==> src/rtl/sdu_uart_tx.sv <==
// Buffered 8-bit UART transmitter (8N1, LSB first) with a byte FIFO in front of the serialiser.
// Define SDU_UART_TX_PARITY_EN to insert an even-parity bit between D7 and STOP.
module sdu_uart_tx #(
  parameter int unsigned DIV        = 868,
  parameter int unsigned DEPTH_LOG2 = 4
) (
  input  logic                  clk,
  input  logic                  rstn,
  input  logic [7:0]            tx_data,
  input  logic                  tx_valid,
  output logic                  tx_ready,
  output logic                  txd,
  output logic                  busy,
  output logic [DEPTH_LOG2:0]   fifo_cnt
);

  localparam int unsigned PTR_W = DEPTH_LOG2;
  localparam int unsigned CNT_W = DEPTH_LOG2 + 1;
  localparam int unsigned DEPTH = 1 << DEPTH_LOG2;
  localparam int unsigned TMR_W = 16;

  localparam logic [2:0] IDLE   = 3'd0;
  localparam logic [2:0] START  = 3'd1;
  localparam logic [2:0] DATA   = 3'd2;
`ifdef SDU_UART_TX_PARITY_EN
  localparam logic [2:0] PARITY = 3'd3;
`endif
  localparam logic [2:0] STOP   = 3'd4;

  logic [7:0]       mem [DEPTH];
  logic [PTR_W-1:0] wr_ptr_q, rd_ptr_q;
  logic [CNT_W-1:0] cnt_q, cnt_d;
  logic             push, pop;

  logic [2:0]       state_q, state_d;
  logic [TMR_W-1:0] timer_q, timer_d;
  logic [7:0]       shift_q, shift_d;
  logic [2:0]       idx_q, idx_d;
  logic             txd_q, txd_d;
  logic             bit_tick;
  logic [7:0]       head;
`ifdef SDU_UART_TX_PARITY_EN
  logic             par_q, par_d;
`endif

  assign tx_ready = (cnt_q != CNT_W'(DEPTH));
  assign push     = tx_valid && tx_ready;
  assign head     = mem[rd_ptr_q];
  assign bit_tick = (timer_q == TMR_W'(DIV - 1));
  assign fifo_cnt = cnt_q;
  assign txd      = txd_q;
  assign busy     = (state_q != IDLE) || (cnt_q != '0);

  // Storage has no reset; validity is tracked by the pointers and count.
  always_ff @(posedge clk) begin
    if (push) mem[wr_ptr_q] <= tx_data;
  end

  always_comb begin
    cnt_d = cnt_q;
    case ({push, pop})
      2'b10:   cnt_d = cnt_q + CNT_W'(1);
      2'b01:   cnt_d = cnt_q - CNT_W'(1);
      default: cnt_d = cnt_q;
    endcase
  end

  // Next-state, pop decision and next line value.
  always_comb begin
    state_d = state_q;
    timer_d = bit_tick ? '0 : timer_q + TMR_W'(1);
    shift_d = shift_q;
    idx_d   = idx_q;
    pop     = 1'b0;
    txd_d   = 1'b1;
`ifdef SDU_UART_TX_PARITY_EN
    par_d   = par_q;
`endif
    case (state_q)
      IDLE: begin
        timer_d = '0;
        if (cnt_q != '0) begin
          pop     = 1'b1;
          state_d = START;
        end
      end
      START: begin
        if (bit_tick) begin
          state_d = DATA;
          idx_d   = 3'd0;
        end
      end
      DATA: begin
        if (bit_tick) begin
          shift_d = {1'b0, shift_q[7:1]};
          idx_d   = idx_q + 3'd1;
          if (idx_q == 3'd7) begin
`ifdef SDU_UART_TX_PARITY_EN
            state_d = PARITY;
`else
            state_d = STOP;
`endif
          end
        end
      end
`ifdef SDU_UART_TX_PARITY_EN
      PARITY: begin
        if (bit_tick) state_d = STOP;
      end
`endif
      STOP: begin
        if (bit_tick) begin
          if (cnt_q != '0) begin
            pop     = 1'b1;
            state_d = START;
          end else begin
            state_d = IDLE;
          end
        end
      end
      default: state_d = IDLE;
    endcase

    if (pop) begin
      shift_d = head;
      timer_d = '0;
`ifdef SDU_UART_TX_PARITY_EN
      par_d   = ^head;
`endif
    end

    case (state_d)
      START:   txd_d = 1'b0;
      DATA:    txd_d = shift_d[0];
`ifdef SDU_UART_TX_PARITY_EN
      PARITY:  txd_d = par_d;
`endif
      default: txd_d = 1'b1;
    endcase
  end

  always_ff @(posedge clk or negedge rstn) begin
    if (!rstn) begin
      state_q  <= IDLE;
      timer_q  <= '0;
      shift_q  <= '0;
      idx_q    <= '0;
      txd_q    <= 1'b1;
      wr_ptr_q <= '0;
      rd_ptr_q <= '0;
      cnt_q    <= '0;
`ifdef SDU_UART_TX_PARITY_EN
      par_q    <= 1'b0;
`endif
    end else begin
      state_q  <= state_d;
      timer_q  <= timer_d;
      shift_q  <= shift_d;
      idx_q    <= idx_d;
      txd_q    <= txd_d;
      cnt_q    <= cnt_d;
      if (push) wr_ptr_q <= wr_ptr_q + PTR_W'(1);
      if (pop)  rd_ptr_q <= rd_ptr_q + PTR_W'(1);
`ifdef SDU_UART_TX_PARITY_EN
      par_q    <= par_d;
`endif
    end
  end

endmodule
==> config.mk <==
export PLATFORM = sky130hd
export DESIGN_NAME = sdu_uart_tx
export DESIGN_NICKNAME = d
export VERILOG_FILES = /design/src/rtl/sdu_uart_tx.sv
export SDC_FILE = /design/constraint.sdc
export NUM_CORES = 1
export LEC_CHECK = 0
export BUFFER_PORTS_ARGS = -buffer_cell sky130_fd_sc_hd__clkbuf_2
export CAP_MARGIN = 20
export CORE_ASPECT_RATIO = 0.7
export CORE_UTILIZATION = 56
export DETAILED_ROUTE_END_ITERATION = 7
export HOLD_SLACK_MARGIN = 0.12
export PLACE_DENSITY = 0.76
export SKIP_CTS_REPAIR_TIMING = 1
export SYNTH_ARGS = -nofsm -noshare
export SYNTH_HDL_FRONTEND = slang
export SYNTH_SLANG_ARGS = --single-unit
==> constraint.sdc <==
create_clock -name clk -period 3 [get_ports clk]
set_input_delay 0 -clock clk [delete_from_list [all_inputs] [get_ports clk]]
set_output_delay 0 -clock clk [all_outputs]
set_load 0.03 [all_outputs]
==> flow_metrics.env, run 1 <==
export IMPL_yosysUniqueCellTypes=50
export IMPL_portBuffers=18
export IMPL_ys_seq_elements=172
export IMPL_cp_required_ns=3.29
export IMPL_clock_sinks=172
export IMPL_yosysWarningCount=0
export IMPL_cp_max_fo=5
export IMPL_syn_area_per_cell_um2=17.08
export IMPL_cts_max_path_buffers=2
export IMPL_grt_start_max_net_pins=45
export IMPL_drive_gt1_share_pct=25.82
export IMPL_grt_pass1_vias=3921
export IMPL_die_area_um2=13460
export IMPL_status="complete, no violations"
export IMPL_power_density_nw_per_um2=775.3
export IMPL_synth_edf_count=128
export IMPL_cts_root_buf="clkbuf_16"
export IMPL_clock_skew_ns=0.02082
export IMPL_cp_cell_sequence="ha_2, and4_4, nand4_4, a2111oi_4, ha_4, xor2_1, ha_2, o21a_1, o22a_1, a21oi_2, mux2i_1, xnor2_1"
export IMPL_synth_ff_type="edfxtp_1"
export IMPL_async_flop_share_pct=25.58
export IMPL_synth_cells=426
export IMPL_relSlewSlack_pct=43.29
export IMPL_drcViolationCount=0
export IMPL_fin_nets=498
export IMPL_wirelength_mm=14.18
export IMPL_synth_top_area_share_pct=52.83
export IMPL_critical_path_class="reg2reg"
export IMPL_hold_violations=0
export IMPL_dr_first_iter_drc_count=343
export IMPL_start_util_pct=57.98
export IMPL_ant_nets=0
export IMPL_die_h_um=97.37
export IMPL_ir_drop_v=0.0004062
export IMPL_min_period_ns=2.946
export IMPL_tightestPinTransition_ns=0.8476
export IMPL_arrival_ns=3.24
export IMPL_post_place_ws_ns=0.1556
export IMPL_antennaDiodeCount=0
export IMPL_dr_pass1_iters=4
export IMPL_synth_nets=449
export IMPL_syn_cell_area_um2=7276
export IMPL_core_area_um2=12550
export IMPL_clock_latency_ns=0.43
export IMPL_ios=19
export IMPL_htreeDepth=4
export IMPL_yosys_area_top_type="edfxtp_1"
export IMPL_final_setup_worst_slack_ns=0.05417
export IMPL_gr_total_overflow=0
export IMPL_slowest_delay_ns=0.46
export IMPL_via_count=3868
export IMPL_finalSetupViolCount=0
export IMPL_place_inst=601
export IMPL_syn_to_final_growth_pct=15.12
export IMPL_wire_per_inst_um=21.81
export IMPL_start_kind="flip-flop"
export IMPL_rows=34
export IMPL_hp_class="in2reg"
export IMPL_crit_top_cell="ha_2"
export IMPL_critPathSlowestCell="a2111oi_4"
export IMPL_fmax_mhz=339.5
export IMPL_p_leak_nw=3.022
export IMPL_die_w_um=138.2
export IMPL_grt_usage_pct=22.84
export IMPL_maxCapViolCount=0
export IMPL_yosys_top_cells_area="edfxtp_1 53%, dfrtp_1 15%, mux4_2 9.3%"
export IMPL_cp_end_kind="flip-flop"
export IMPL_cts_tree="done"
export IMPL_finalMaxSlewViolations=0
export IMPL_clk_pin_slew_ns=0.07
export IMPL_gp_congestion=0.7746
export IMPL_grt_setup_unrepaired="true"
export IMPL_place_hpwl_mm=8.440
export IMPL_grt_pass1_wl_mm=22.09
export IMPL_numCtsBuffers=17
export IMPL_layout_cells_non_filler=650
export IMPL_fin_crit_sh_pct=98.19
export IMPL_seq_area_frac_synth_pct=67.98
export IMPL_antenna_found_initial=0
export IMPL_routed_via_density=5.951
## layout by cell type, fill, tap and decap left out, types with 2 or more instances in the layout
cell type	instances
xnor2_1	10
buf_4	24
mux2_2	4
nor2b_1	2
mux2i_1	8
o21ai_1	6
nand3_1	7
nand2_1	21
buf_12	2
dlygate4sd3_1	11
mux4_2	30
a21oi_1	6
and4_1	2
nand4_1	6
and3_1	4
xor2_1	16
nor3_1	9
dfrtp_2	3
clkbuf_1	2
clkinv_4	4
nand2b_1	3
a22o_1	6
ha_1	9
inv_6	2
dfrtp_1	40
nor2_1	34
o21ai_0	3
mux4_1	9
clkbuf_16	17
a21o_1	2
inv_1	7
clkbuf_2	18
ha_2	2
inv_8	4
edfxtp_1	128
## report_power, final
group | switching [mW] | total [mW] | internal, mW
Sequential | 0.277 | 3.16 | 2.88
Combinational | 0.684 | 1.29 | 0.605
Clock | 0.951 | 2.05 | 1.10
Total | 1.91 | 6.49 | 4.58
## state kept, by name, indices dropped and copies added, names as in the netlist
signal,cells
fifo_cnt,5
idx_q,3
mem,128
rd_ptr_q,4
shift_q,8
state_q,3
timer_q,16
txd,1
wr_ptr_q,4
## cells in the mapped netlist (2+ instances only)
| cell type | count |
|---|---|
| edfxtp_1 | 128 |
| dfrtp_1 | 43 |
| nor2_1 | 34 |
| mux4_2 | 30 |
| nand2_1 | 21 |
| xor2_1 | 16 |
| ha_1 | 12 |
| clkbuf_1 | 10 |
| nor3_1 | 10 |
| xnor2_1 | 10 |
| mux4_1 | 9 |
| mux2i_1 | 8 |
| a21oi_1 | 7 |
| buf_2 | 7 |
| inv_1 | 7 |
| nand3_1 | 7 |
| a22o_1 | 6 |
| nand4_1 | 6 |
| o21ai_1 | 6 |
| and3_1 | 4 |
| mux2_2 | 4 |
| and4_1 | 3 |
| buf_1 | 3 |
| nand2b_1 | 3 |
| o21ai_0 | 3 |
| a21o_1 | 2 |
| buf_4 | 2 |
| buf_6 | 2 |
| nor2b_1 | 2 |
## worst max-delay path: cells and delay by family (launching register included)
family | cells | cell delay [ns]
muxes | 1 | 0.27
and+or+nand+nor | 2 | 0.35
xor gates and xnor gates | 2 | 0.17
DFF | 1 | 0.41
AOI/OAI and AO/OA | 4 | 1.01
adders and majority gates | 3 | 0.61
## per-stage QoR
step	utilization, %	setup TNS [ns]	power, mW	area [um2]	hold slack (ns)
2_1_floorplan	-	-0.05794	4.072	7335	-0.2956
3_3_place_gp	60.73	0	4.370	7621	0.2503
3_5_place_dp	60.73	0	4.416	7621	0.2663
4_1_cts	65.18	0	6.490	8180	-0.1897
5_1_grt	66.74	-0.1215	6.758	8376	0.1230
6_report	66.74	0	6.494	8376	0.1230
## layer usage
layer | GRT usage [%] | routed length, um
met1 | 31.22 | 6198
met3 | 5.766 | 696
met2 | 35.20 | 6957
met4 | 10.20 | 323
met5 | 0 | 0
## final cells by class
cell class / instances / area [um2]
Clock buffer: 19 / 432.9
Clock inverter: 13 / 126.4
Fill cell: 801 / 4174
Inverter: 7 / 26.28
Multi-Input combinational cell: 222 / 2217
Sequential cell: 172 / 4950
Tap cell: 162 / 202.7
Timing Repair Buffer: 55 / 420.4
## logic make-up (layout without fill, tap and decap cells)
| kind of cell | Yosys count | after routing | synth area share, % |
|---|---|---|---|
| AND/OR/NAND/NOR | 100 | 100 | 6.965 |
| XOR/XNOR | 26 | 26 | 3.130 |
| AO/OA/AOI/OAI | 33 | 33 | 3.302 |
| multiplexers | 51 | 51 | 14.26 |
| adder cells (fa/ha/maj) | 12 | 12 | 2.064 |
| flip-flops | 172 | 172 | 67.98 |
| buffers and inverters | 32 | 94 | 2.304 |
## final timing paths
path                            start          end  slack, ns  cells after the start
min reg2reg                timer_q[0]   timer_q[0]       0.52                      1
max in group asynchronous        rstn   shift_q[3]       1.62                      4
min                          tx_valid  wr_ptr_q[0]       0.12                      3
min in group asynchronous        rstn          txd       0.64                      3
max reg2reg                timer_q[0]  fifo_cnt[4]       0.05                     12
max                        timer_q[0]  fifo_cnt[4]       0.05                     12
Note: power is estimated with default switching activity, not from simulation.
==> inputs of run 2 (changes only) <==
Settings changed: CORE_MARGIN set to 2.
==> run 2 against run 1 <==
Against the previous run: routed wire length fell by 3.0%; clock-buffer cell count decreased by 1; non-clock buffer count is 6 lower; largest cell class unchanged; largest power group unchanged.
==> flow_metrics.env, run 2 (synthesis results as in run 1) <==
export IMPL_drive_gt1_share_pct=25.36
export IMPL_die_area_um2=13930
export IMPL_cp_required_ns=3.34
export IMPL_via_count=3768
export IMPL_reg2reg_slack_ns=0.12
export IMPL_grt_setup_unrepaired="true"
export IMPL_portBuffers=18
export IMPL_numCtsBuffers=17
export IMPL_layout_cells_non_filler=643
export IMPL_cts_root_buf="clkbuf_16"
export IMPL_clock_latency_ns=0.42
export IMPL_mostFrequentLayoutCells="128 x edfxtp_1, 40 x dfrtp_1, 34 x nor2_1"
export IMPL_whs_ns=0.1002
export IMPL_fmax_mhz=347.1
export IMPL_antenna_found_initial=0
export IMPL_grt_pass1_wl_mm=21.60
export IMPL_routed_via_density=5.860
export IMPL_slowest_delay_ns=0.46
export IMPL_htreeDepth=4
export IMPL_die_w_um=140.2
export IMPL_place_inst=599
export IMPL_fin_crit_sh_pct=96.04
export IMPL_fin_nets=492
export IMPL_cts_tree="done"
export IMPL_critPathSlowestCell="a2111oi_4"
export IMPL_hold_violations=0
export IMPL_tightestPinTransition_ns=0.9508
export IMPL_cp_cell_sequence="nor4_4, nand4_4, a2111oi_4, ha_4, xor2_2, ha_2, o21a_1, o22a_1, a21oi_2, mux2i_1, xnor2_1"
export IMPL_ant_nets=0
export IMPL_die_h_um=99.37
export IMPL_clock_skew_ns=0.01167
export IMPL_relSlewSlack_pct=36.38
export IMPL_regMostFlops="mem"
export IMPL_clk_pin_slew_ns=0.07
export IMPL_gp_congestion=0.8346
export IMPL_finalSetupViolCount=0
export IMPL_arrival_ns=3.22
export IMPL_syn_to_final_growth_pct=14.07
export IMPL_crit_buf_inv=0
export IMPL_dr_pass1_iters=5
export IMPL_cp_max_fo=7
export IMPL_ir_drop_v=0.0004449
export IMPL_largest_reg_flops=128
export IMPL_mostFrequentLayoutCell="edfxtp_1"
export IMPL_status="complete, no violations"
export IMPL_power_density_nw_per_um2=776.6
export IMPL_start_util_pct=57.98
export IMPL_hp_class="in2reg"
export IMPL_grt_start_max_net_pins=36
export IMPL_critical_path_class="reg2reg"
export IMPL_antennaDiodeCount=0
export IMPL_place_hpwl_mm=8.461
export IMPL_maxCapViolCount=0
export IMPL_grt_pass1_vias=3844
export IMPL_start_kind="flip-flop"
export IMPL_gr_total_overflow=0
export IMPL_rows=34
export IMPL_dr_first_iter_drc_count=338
export IMPL_clock_sinks=172
export IMPL_drcViolationCount=0
export IMPL_finalMaxSlewViolations=0
export IMPL_p_leak_nw=2.981
export IMPL_wirelength_mm=13.75
export IMPL_reg_top3="mem x128, timer_q x16, shift_q x8"
export IMPL_fillers=825
export IMPL_min_period_ns=2.881
export IMPL_ios=19
export IMPL_crit_family="compound AO/OA/AOI/OAI gates"
export IMPL_wire_per_inst_um=21.38
export IMPL_grt_usage_pct=21.19
export IMPL_core_area_um2=12550
export IMPL_cts_max_path_buffers=2
export IMPL_cp_end_kind="flip-flop"
[run 2: worst min-delay path, cell delays in order]
cell and delay, ns:
clkbuf_2 0.07, and2_1 0.31, xnor2_1 0.10
[run 2: stage by stage]
stage          total power, mW  setup TNS (ns)  area [um2]  utilization (%)  worst slack [ns]
2_1_floorplan            4.072        -0.05794        7335                -          -0.05794
3_3_place_gp             4.367               0        7606            60.61            0.2060
3_5_place_dp             4.422               0        7606            60.61            0.1506
4_1_cts                  6.426               0        8144            64.90           0.08947
5_1_grt                  6.709        -0.06050        8299            66.13          -0.06050
6_report                 6.445               0        8299            66.13            0.1188
[run 2: report_power, final]
part	internal (mW)	switching (mW)	total [mW]
registers	2.88	0.256	3.13
clock network	1.08	0.933	2.01
logic	0.606	0.695	1.30
[run 2: cell type report]
class	instances	area (um2)	area share [%]
repair buffers	49	357.8	4.312
clock buffers	18	429.2	5.171
clock inverters	13	108.9	1.312
multi-input cells	222	2225	26.81
well taps	162	202.7	2.442
inverters	7	26.28	0.3166
flip-flops and latches	172	4950	59.64
[run 2: final timing paths]
path / cells past startpoint / from / end
worst max-delay path: 11 / timer_q[14] / fifo_cnt[4]
worst min-delay path: 3 / tx_valid / wr_ptr_q[0]
worst max register to register: 11 / timer_q[14] / fifo_cnt[4]
worst min register to register: 1 / shift_q[7] / shift_q[7]
max in group asynchronous: 3 / rstn / rd_ptr_q[0]
min in group asynchronous: 2 / rstn / timer_q[2]
[run 2: per-layer routing]
| metal | track usage, % | up-vias | wire length (um) |
|---|---|---|---|
| met3 | 4.526 | 7 | 532 |
| li1 | - | 1727 | - |
| met1 | 30.87 | 1953 | 6389 |
| met2 | 33.41 | 81 | 6764 |
| met4 | 5.594 | 0 | 59 |
| met5 | 0 | - | 0 |
